==> config.mk <==
export PLATFORM = sky130hd
export DESIGN_NAME = inst_fetch_unit
export DESIGN_NICKNAME = d
export VERILOG_FILES = /design/src/rtl/ifu_pkg.sv /design/src/rtl/ifu_timeout_ctr.sv /design/src/rtl/inst_fetch_unit.sv
export SDC_FILE = /design/constraint.sdc
export NUM_CORES = 1
export LEC_CHECK = 0
export ABC_AREA = 1
export CAP_MARGIN = 20
export CELL_PAD_IN_SITES_DETAIL_PLACEMENT = 0
export CELL_PAD_IN_SITES_GLOBAL_PLACEMENT = 1
export CORE_MARGIN = 2
export CORE_UTILIZATION = 26
export DETAILED_ROUTE_END_ITERATION = 8
export MAX_ROUTING_LAYER = met4
export PLACE_DENSITY = 0.89
export SYNTH_ARGS = -nofsm -noshare
export SYNTH_HDL_FRONTEND = slang
export SYNTH_SLANG_ARGS = --single-unit
==> constraint.sdc <==
create_clock -name clk -period 2.2 [get_ports clk]
set_clock_uncertainty 0.2 [all_clocks]
set_input_delay 0.22 -clock clk [delete_from_list [all_inputs] [get_ports clk]]
set_output_delay 0.22 -clock clk [all_outputs]
set_load 0.03 [all_outputs]
==> src/rtl/ifu_pkg.sv <==
// rtl/ifu_pkg.sv - shared FSM encoding, NOP constant and instruction field positions for the fetch unit
package ifu_pkg;

  typedef enum logic [1:0] {
    ST_IDLE  = 2'd0,
    ST_REQ   = 2'd1,
    ST_VALID = 2'd2,
    ST_ERR   = 2'd3
  } ifu_state_e;

  localparam logic [31:0] NOP = 32'h0000_0000;

  localparam int OPCODE_MSB = 31;
  localparam int OPCODE_LSB = 26;
  localparam int FIELD_MSB  = 25;
  localparam int FIELD_LSB  = 0;
  localparam int FUNC_MSB   = 5;
  localparam int FUNC_LSB   = 0;

endpackage

==> src/rtl/ifu_timeout_ctr.sv <==
// rtl/ifu_timeout_ctr.sv - REQ wait counter; expire flags the last permitted REQ cycle without ack
module ifu_timeout_ctr #(
  parameter int TIMEOUT = 16
) (
  input  logic clk,
  input  logic rst,
  input  logic clear,
  input  logic count,
  output logic expire
);

  logic [7:0] cnt;

  always_ff @(posedge clk or negedge rst) begin
    if (!rst) begin
      cnt <= 8'd0;
    end else if (clear) begin
      cnt <= 8'd0;
    end else if (count) begin
      cnt <= cnt + 8'd1;
    end
  end

  // cnt holds the number of unacked REQ cycles already elapsed
  assign expire = (cnt == 8'(TIMEOUT - 1));

endmodule

==> src/rtl/inst_fetch_unit.sv <==
// rtl/inst_fetch_unit.sv - instruction fetch FSM with IR and retire counter; IFU_TIMEOUT_EN enables fetch timeout
module inst_fetch_unit
  import ifu_pkg::*;
#(
  parameter int TIMEOUT = 16
) (
  input  logic        clk,
  input  logic        rst,
  input  logic        ifu_en,
  input  logic [31:0] PC_out,
  output logic        imem_req,
  output logic [31:0] imem_addr,
  input  logic        imem_ack,
  input  logic [31:0] imem_data,
  output logic [31:0] inst_out,
  output logic [25:0] inst_field,
  output logic [5:0]  opcode,
  output logic [5:0]  func,
  output logic        inst_valid,
  output logic        cpu_stall,
  output logic        fetch_err,
  output logic [31:0] retired_cnt
);

  ifu_state_e state, state_nxt;
  logic       armed;
  logic       expire;

`ifdef IFU_TIMEOUT_EN
  ifu_timeout_ctr #(.TIMEOUT(TIMEOUT)) u_timeout (
    .clk    (clk),
    .rst    (rst),
    .clear  (state != ST_REQ),
    .count  ((state == ST_REQ) && !imem_ack),
    .expire (expire)
  );
`else
  logic unused_timeout;
  assign unused_timeout = (TIMEOUT > 0);
  assign expire         = 1'b0;
`endif

  // armed delays the first request to the second edge after reset release
  always_ff @(posedge clk or negedge rst) begin
    if (!rst) begin
      state <= ST_IDLE;
      armed <= 1'b0;
    end else begin
      state <= state_nxt;
      armed <= 1'b1;
    end
  end

  always_comb begin
    state_nxt = state;
    unique case (state)
      ST_IDLE:  if (ifu_en && armed) state_nxt = ST_REQ;
      ST_REQ: begin
        if (imem_ack)    state_nxt = ST_VALID;
        else if (expire) state_nxt = ST_ERR;
      end
      ST_VALID: state_nxt = ifu_en ? ST_REQ : ST_IDLE;
      ST_ERR:   state_nxt = ST_ERR;
      default:  state_nxt = ST_IDLE;
    endcase
  end

  always_comb begin
    imem_req   = 1'b0;
    inst_valid = 1'b0;
    cpu_stall  = 1'b1;
    fetch_err  = 1'b0;
    unique case (state)
      ST_IDLE:  ;
      ST_REQ:   imem_req = 1'b1;
      ST_VALID: begin
        inst_valid = 1'b1;
        cpu_stall  = 1'b0;
      end
`ifdef IFU_TIMEOUT_EN
      ST_ERR:   fetch_err = 1'b1;
`else
      ST_ERR:   ;
`endif
      default:  ;
    endcase
  end

  assign imem_addr = imem_req ? PC_out : 32'h0000_0000;

  always_ff @(posedge clk or negedge rst) begin
    if (!rst) begin
      inst_out    <= NOP;
      retired_cnt <= 32'h0000_0000;
    end else begin
      if (state == ST_REQ && imem_ack) inst_out <= imem_data;
      if (state == ST_VALID)           retired_cnt <= retired_cnt + 32'd1;
    end
  end

  assign opcode     = inst_out[OPCODE_MSB:OPCODE_LSB];
  assign inst_field = inst_out[FIELD_MSB:FIELD_LSB];
  assign func       = inst_out[FUNC_MSB:FUNC_LSB];

endmodule

==> run metrics <==
result of the run completed; synthesis-stage register bit count 67; vias per cell 4.15; RSZ-0062 raised after global routing no; Pleak 0.00294 uW; HP Start imem_data[8]; Worst Reg2Reg Path Length in Cells 8; cell family with most CP delay buffers and inverters; cts bufs inserted 9; antenna violation net count after detailed routing 0; arrival time worst endpoint 1.69 ns; Worst Hold Path EP inst_out[8]$_DFFE_PN0P_; area occupied by registers 1680 um^2; sink count of the clock tree 67; wire length per cell 12.1 um; number of buffers and inverters on the critical path 2; Std-Cell Core Area 13300 um^2; number of global-route vias before repair 3229; number of different library cells in the post-synthesis netlist 24; Starting Density 0.268; final count of hold timing violations 0; hold depth 3; post-detail-place hpwl 7690 um; number of maximum-capacitance constraint violations 0; number of ports placed on the die boundary 206; final cycle utilization of the critical path 0.961; post-layout minimum cycle time 2.11 ns; clock tree from TritonCTS yes; Design Area, Final 5830 um^2; CP max stage delay 0.70 ns; Detailed Routing Iterations Pass 1 4; total standard cell area after synthesis 3580 um^2; sort of element at the start of the critical path register; flop2flop setup slack 0.40 ns; worst hold-check path type in -> reg; number of synthesized flops with an enable pin 0; post-synthesis cell count 461; drc violations 0; endpoint of the most critical register-to-register path retired_cnt[30]$_DFFE_PN0N_; Mapped Nets 530; FMAX 0.473 GHz; share of the synthesized area in the top cell type 0.469; fraction of layout cells with a size suffix above 1 0.0519; most common library cells after synthesis 146 x sky130_fd_sc_hd__nand2_1, 67 x sky130_fd_sc_hd__dfrtp_1, 63 x sky130_fd_sc_hd__inv_1, 59 x sky130_fd_sc_hd__nor2_1, 39 x sky130_fd_sc_hd__buf_4; most instantiated flip-flop cell in the synthesis netlist sky130_fd_sc_hd__dfrtp_1; total number of nets in the final design 701; Yosys warning count 0; area growth from synthesis to layout 62.9%; maximum number of pins on one net before global-route repair 42; cell at the slowest stage of the critical path sky130_fd_sc_hd__clkdlybuf4s50_1; Worst R2R Start retired_cnt[1]$_DFFE_PN0N_; Least-Margin Pin Slew 0.655 ns; critical setup path kind reg -> out; initial antenna violation count 0; fillers 1325; Die Area 14700 um^2; CTS max path bufs 2; library cell occupying the most area in the post-synthesis netlist sky130_fd_sc_hd__dfrtp_1; critical path endpoint category primary output; H-tree level count 3; share of flip-flops with an asynchronous set or reset after synthesis 1.00; residual overflow from global routing 0; worst-case vdd ir drop 0.714 mV; most frequent cell after synthesis sky130_fd_sc_hd__nand2_1; Cell Rows 42; clock-pin slew reported for the worst setup and hold paths after clock tree synthesis 0.05 ns; number of port buffers 204; CP Max Fanout 9; die height 121 um; Worst EP required 1.78 ns; area occupied by multi-input gates 1320 um^2; clk_lat worst skew 0.33 ns; cell types occupying the most area after synthesis sky130_fd_sc_hd__dfrtp_1 47%, sky130_fd_sc_hd__nand2_1 15%, sky130_fd_sc_hd__buf_4 8.2%, sky130_fd_sc_hd__inv_1 6.6%, sky130_fd_sc_hd__nor2_1 6.2%; # setup viols final 0; part of the Yosys area used for sequential elements 0.469; wire length of the first global-routing pass 15800 um; max-slew violation count 0; final weighted congestion in routability-driven placement 0.819; violation count after the first detailed-routing iteration 186; setup TNS 0 ns; total power density per cell area 1310 nW/um^2; headroom to the max-slew limit 0.563; horizontal extent of the die 121 um; Antenna Cells 0; Final Routed Wirelength 9860 um; Synth Area per Inst 7.76 um^2; cells along the critical path buf_4, nand2_4, clkdlybuf4s50_1; cell area reported after detailed placement 5560 um^2; global router's overall resource usage 0.139; number of vias in the routed layout 3372; CTS Root Cell sky130_fd_sc_hd__clkbuf_16
flip-flops by register name, summed over array words and instances (netlist names):
| name | count |
|---|---|
| inst_out | 32 |
| retired_cnt | 32 |
| armed | 1 |
| state | 2 |
cells by family after synthesis:
group | share of synthesized area
flops | 0.469
fa+ha+maj | 0.00350
buf+inv | 0.163
compound gates | 0.00279
other cells | 0.00210
simple gates | 0.302
xor+xnor | 0.0587
report_power, final:
part	leakage [uW]	internal [uW]	switching (uW)
Combinational	0.00192	1650	2680
Sequential	0.000872	1580	302
Clock	0.000146	931	502
stage by stage:
stage               total power, uW  setup WS [ns]  hold slack, ns   util  std cells
floorplan                      4790         0.0789          -0.276      -        461
global placement               6350          0.194          0.0800  0.416        796
detailed placement             6410          0.117          0.0898  0.416        796
CTS                            7740         0.0365           0.224  0.436        812
global route                   8060         0.0102           0.240  0.437        812
finish                         7650         0.0855           0.233  0.437        812
layer usage:
| layer | GRT usage | up-vias | share of wire |
|---|---|---|---|
| li1 | - | 1674 | - |
| met1 | 0.166 | 1529 | 0.43 |
| met2 | 0.228 | 157 | 0.47 |
| met3 | 0.0395 | 12 | 0.087 |
| met4 | 0.0467 | 0 | 0.014 |
| met5 | - | - | 0 |
worst max-delay path by stage:
stage | cells past startpoint | startpoint | endpoint | slack (ns)
after detailed placement | 5 | state[0]$_DFFE_PN0P_ | imem_addr[7] | 0.12
after CTS | 5 | state[0]$_DFFE_PN0P_ | imem_addr[7] | 0.04
after global routing | 3 | state[1]$_DFFE_PN0P_ | cpu_stall | 0.01
after global placement | 5 | state[0]$_DFFE_PN0P_ | imem_addr[30] | 0.19
final | 3 | state[1]$_DFFE_PN0P_ | cpu_stall | 0.09
after floorplan | 4 | state[1]$_DFFE_PN0P_ | imem_addr[10] | 0.08
worst register-to-register path, cell delays in order, from the launching register on:
cell and delay, ns:
sky130_fd_sc_hd__dfrtp_1 0.40, sky130_fd_sc_hd__ha_1 0.23, sky130_fd_sc_hd__nand3_1 0.13, sky130_fd_sc_hd__nor2_4 0.19
sky130_fd_sc_hd__nand2_4 0.10, sky130_fd_sc_hd__nor2_8 0.20, sky130_fd_sc_hd__nand3_1 0.10, sky130_fd_sc_hd__nand2_1 0.08
sky130_fd_sc_hd__nand2_1 0.05
placed cells by master (no fill, tap or decap), types with 2 or more instances in the layout:
master	n
sky130_fd_sc_hd__clkdlybuf4s50_1	170
sky130_fd_sc_hd__nand2_1	146
sky130_fd_sc_hd__dfrtp_1	67
sky130_fd_sc_hd__inv_1	63
sky130_fd_sc_hd__nor2_1	59
sky130_fd_sc_hd__dlygate4sd2_1	31
sky130_fd_sc_hd__nand3_1	18
sky130_fd_sc_hd__xor2_1	15
sky130_fd_sc_hd__nand4_1	12
sky130_fd_sc_hd__xnor2_1	9
sky130_fd_sc_hd__clkbuf_16	9
sky130_fd_sc_hd__nor2_4	4
sky130_fd_sc_hd__nor3_1	3
sky130_fd_sc_hd__buf_12	3
sky130_fd_sc_hd__inv_2	2
sky130_fd_sc_hd__nand2_4	2
sky130_fd_sc_hd__nor2_2	2
sky130_fd_sc_hd__nand2_2	2
sky130_fd_sc_hd__conb_1	2
sky130_fd_sc_hd__clkbuf_8	2
sky130_fd_sc_hd__clkbuf_1	2
cell type report:
type / count / area share
timing repair buffer: 208 / 0.354
sequential: 67 / 0.288
multi-input combinational: 280 / 0.226
clock buffer: 13 / 0.0447
inverter: 66 / 0.0429
tap: 176 / 0.0378
clock inverter: 2 / 0.00601
repair_timing:
action	CTS	global route
hold buffers	1	0
setup buffers	0	0
endpoints found under the setup margin	32	31
cloned	0	0
hold endpoints to repair	26	0
gates resized for setup	32	3
pin swaps	0	0
Power figures use the tool's default switching activity.
